File: src/rtl/hazard_ctrl.sv
// Pipeline hazard controller: load-use stalls, decode-time PC hold and execute-stage redirect.
// Define HAZARD_PERF_EN to build the stall/redirect performance counters.
module hazard_ctrl (
    input  logic        clk,
    input  logic        rst,
    input  logic        stall,
    input  logic        cannot_calcpc,
    input  logic        resolveE,
    input  logic        takenE,
    input  logic [31:0] targetE,
    output logic        pc_enF,
    output logic        ifid_en,
    output logic        ifid_flush,
    output logic        idex_flush,
    output logic        pc_redirect,
    output logic [31:0] pc_redirect_addr,
    output logic        busy,
    output logic [31:0] perf_stall_cnt,
    output logic [31:0] perf_redirect_cnt
);

    typedef enum logic {
        RUN    = 1'b0,
        WAIT_E = 1'b1
    } state_t;

    state_t state;
    state_t state_next;

    // NOTE: sequential state uses non-blocking assignments so every flop samples pre-edge values.
    always_ff @(posedge clk) begin
        if (rst) begin
            state <= RUN;
        end else begin
            state <= state_next;
        end
    end

    // NOTE: every output gets a default before the case, so no path leaves one unassigned (no latch).
    always_comb begin
        state_next  = state;
        pc_enF      = 1'b0;
        ifid_en     = 1'b0;
        ifid_flush  = 1'b0;
        idex_flush  = 1'b0;
        pc_redirect = 1'b0;

        if (rst) begin
            // Hold the PC and bubble both stages while in reset.
            ifid_flush = 1'b1;
            idex_flush = 1'b1;
            state_next = RUN;
        end else begin
            unique case (state)
                RUN: begin
                    if (stall) begin
                        idex_flush = 1'b1;
                    end else if (cannot_calcpc) begin
                        ifid_en    = 1'b1;
                        ifid_flush = 1'b1;
                        state_next = WAIT_E;
                    end else begin
                        pc_enF  = 1'b1;
                        ifid_en = 1'b1;
                    end
                end
                WAIT_E: begin
                    ifid_en    = 1'b1;
                    ifid_flush = 1'b1;
                    if (resolveE) begin
                        pc_enF      = 1'b1;
                        pc_redirect = takenE;
                        state_next  = RUN;
                    end else begin
                        idex_flush = 1'b1;
                    end
                end
                default: state_next = RUN;
            endcase
        end
    end

    assign pc_redirect_addr = pc_redirect ? targetE : 32'd0;
    assign busy             = !rst && (state == WAIT_E);

`ifdef HAZARD_PERF_EN
    logic        stall_evt;
    logic        redirect_evt;
    logic [31:0] stall_cnt_q;
    logic [31:0] redirect_cnt_q;

    assign stall_evt    = !rst && (state == RUN) && stall;
    assign redirect_evt = !rst && (state == WAIT_E) && resolveE && takenE;

    // Counters wrap naturally at 32 bits.
    always_ff @(posedge clk) begin
        if (rst) begin
            stall_cnt_q    <= 32'd0;
            redirect_cnt_q <= 32'd0;
        end else begin
            if (stall_evt)    stall_cnt_q    <= stall_cnt_q + 32'd1;
            if (redirect_evt) redirect_cnt_q <= redirect_cnt_q + 32'd1;
        end
    end

    assign perf_stall_cnt    = stall_cnt_q;
    assign perf_redirect_cnt = redirect_cnt_q;
`else
    assign perf_stall_cnt    = 32'd0;
    assign perf_redirect_cnt = 32'd0;
`endif

endmodule

File: config.mk
export PLATFORM = sky130hd
export DESIGN_NAME = hazard_ctrl
export DESIGN_NICKNAME = d
export VERILOG_FILES = /design/src/rtl/hazard_ctrl.sv
export SDC_FILE = /design/constraint.sdc
export NUM_CORES = 1
export LEC_CHECK = 0
export ABC_AREA = 1
export CAP_MARGIN = 15
export CORE_UTILIZATION = 24
export DETAILED_ROUTE_END_ITERATION = 10
export GPL_TIMING_DRIVEN = 0
export PLACE_DENSITY = 0.87
export SLEW_MARGIN = 15
export SYNTH_ARGS = -nofsm -noshare
export SYNTH_HDL_FRONTEND = slang
export SYNTH_SLANG_ARGS = --single-unit
File: constraint.sdc
create_clock -name clk -period 1.1 [get_ports clk]
set_input_delay 0.22 -clock clk [delete_from_list [all_inputs] [get_ports clk]]
set_output_delay 0.22 -clock clk [all_outputs]
set_load 0.1 [all_outputs]
==> metrics.cfg <==
[timing]
fin_crit_ns = 1.38
holdWs_ns = 0.531
hold_viol = 0
rsz0062_at_grt = yes
period_share = 1.26
skew_ns = 0
setup_viol = 37
final.setup.worst_slack_ns = -0.281
maxClockFrequency_mhz = 724
slew_viol_final = 0

[grt]
grt_max_degree = 11
grt_pass1_vias = 1145
grt_first_pass_wirelength_um = 5380
grt_usage = 0.163
antenna_found_initial = 0
globalRouteOverflowTotal = 0

[synth]
synth-async-reset-ratio = 0
syn_area_um2 = 962
ys_top_cells_by_count = buf_4 (64), inv_1 (37), nor2_2 (26), nand2_1 (7), nor2_1 (7)
synth.area.top_cells = buf_4 (50%), nor2_2 (17%), inv_1 (14%)
yosysWarnings = 0
synth_cell_type_count = 13
syn_inst = 153
seq_area_frac_synth = 0.0208
yosysMostFrequentCell = buf_4
ys_ff_latch = 1
synth-edff-count = 0
synth_top_cell_by_area = buf_4
avgSynthCellArea_um2 = 6.29
synth_flop_cell = dfxtp_1
synthDominantCellAreaShare = 0.499

[floorplan]
fp.dieW_um = 65.3
die_area_um2 = 4270
rows = 22
core-area_um2 = 3740
start_util = 0.257
ios = 140
die_y_um = 65.3

[power]
ir_drop_uv = 517
p_leak_nw = 1.47
power-per-cell-area_nw_per_um2 = 615

[setup_path]
r2r_setup_slack_ns = 0.12
worstPathArrival_ns = 1.16
cp-start-kind = input pin
crit_type = input pin to output pin
worst-path-max-fanout = 5
crit_required_ns = 0.88
r2r_cells = 4
crit_path_end_kind = output pin

[drt]
viasPerCell = 3.37
ant_nets = 0
avgRoutedWirePerCell_um = 11.9
wirelength_um = 4160
first_iter_violations = 16
drt_first_pass_iters = 4
vias = 1178
post-route-drc-count = 0

[layout]
reg_top3 = state x1
nFillCells = 254
diodes = 0
largest_reg_flops = 1
drive_gt1_frac = 0.546
fin_nets = 342
multi_input_area_um2 = 751
regMostFlops = state
seq_area_um2 = 23.8
syn_to_final_growth_pct = 195

[placed_design]
routabilityCongestion = 0.694
portBuffers = 75
pre_cts_ws_ns = -1.76
dp_hpwl_um = 2510

[flow_run]
maxCapViolations = 0

[hold_path]
hold_depth = 4
worst_hold_path_type = input pin to flop

[status]
status = finished with violations
failed_checks = setup timing

[cts]
clk_latency_ns = 0
clk_pin_slew_ns = 0

critical path: stages:
cell and delay (ns):
buf_12 0.11, clkinv_8 0.04, nand4_4 0.14, buf_12 0.18, buf_16 0.14, nor2_4 0.13, buf_12 0.18
final timing paths:
kind	startpoint	endpoint
worst max-delay path	rst	pc_redirect_addr[27]
worst min register to register	state	state
worst max register to register	state	state
worst min-delay path	rst	state
cell families (layout without fill, tap and decap cells):
kind of cell | after synthesis | in the layout | share of synthesized area
other cells | 1 | 64 | 0.00390
compound gates | 2 | 2 | 0.0104
simple gates | 45 | 45 | 0.286
flops | 1 | 1 | 0.0208
buf+inv | 104 | 190 | 0.679
metal layers:
layer  GRT usage  vias up  share of wire
met1       0.138      496           0.30
met2       0.380       83           0.59
met4           0        0         0.0070
met5           0        -              0
li1            -      597              -
met3      0.0365        2          0.096
layout make-up:
cell class	count	area share
Timing Repair Buffer	87	0.466
Multi-Input combinational cell	111	0.264
Buffer	66	0.183
Inverter	37	0.0564
Tap cell	48	0.0212
Sequential cell	1	0.00837
metrics by stage:
stage	instance area, um^2	std cells	setup TNS [ns]	util	total power [mW]
finish	2840	350	-8.65	0.758	1.75
global route	2840	350	-9.98	0.758	1.79
CTS	2760	347	-8.13	0.736	1.69
detailed placement	2250	339	-63.55	0.601	1.63
global placement	2250	339	-63.29	0.601	1.62
floorplan	1440	216	-13.58	-	1.44
timing repair:
item,4_1_cts,5_1_grt
resized for setup,375,7
setup buffers,7,2
hold buffers,0,0
setup endpoints to repair,39,38
pin swaps,12,11
gates cloned,2,1
placed cells by master (no fill, tap or decap), types with 2 or more instances in the layout:
cell and count:
buf_12 43, buf_16 3, buf_2 3, buf_4 69, clkdlybuf4s50_1 31, conb_1 64
dlygate4sd2_1 2, inv_1 33, nand2_1 3, nand2_8 2, nor2_1 3, nor2_4 33
power by group:
| part | internal, mW | switching (mW) | total, mW | leakage, nW |
|---|---|---|---|---|
| combinational | 0.405 | 1.30 | 1.70 | 1.46 |
| clock | 0 | 0 | 0 | 0 |
| sequential | 0.0385 | 0.00412 | 0.0426 | 0.00891 |
(Power assumes the default switching activity.)
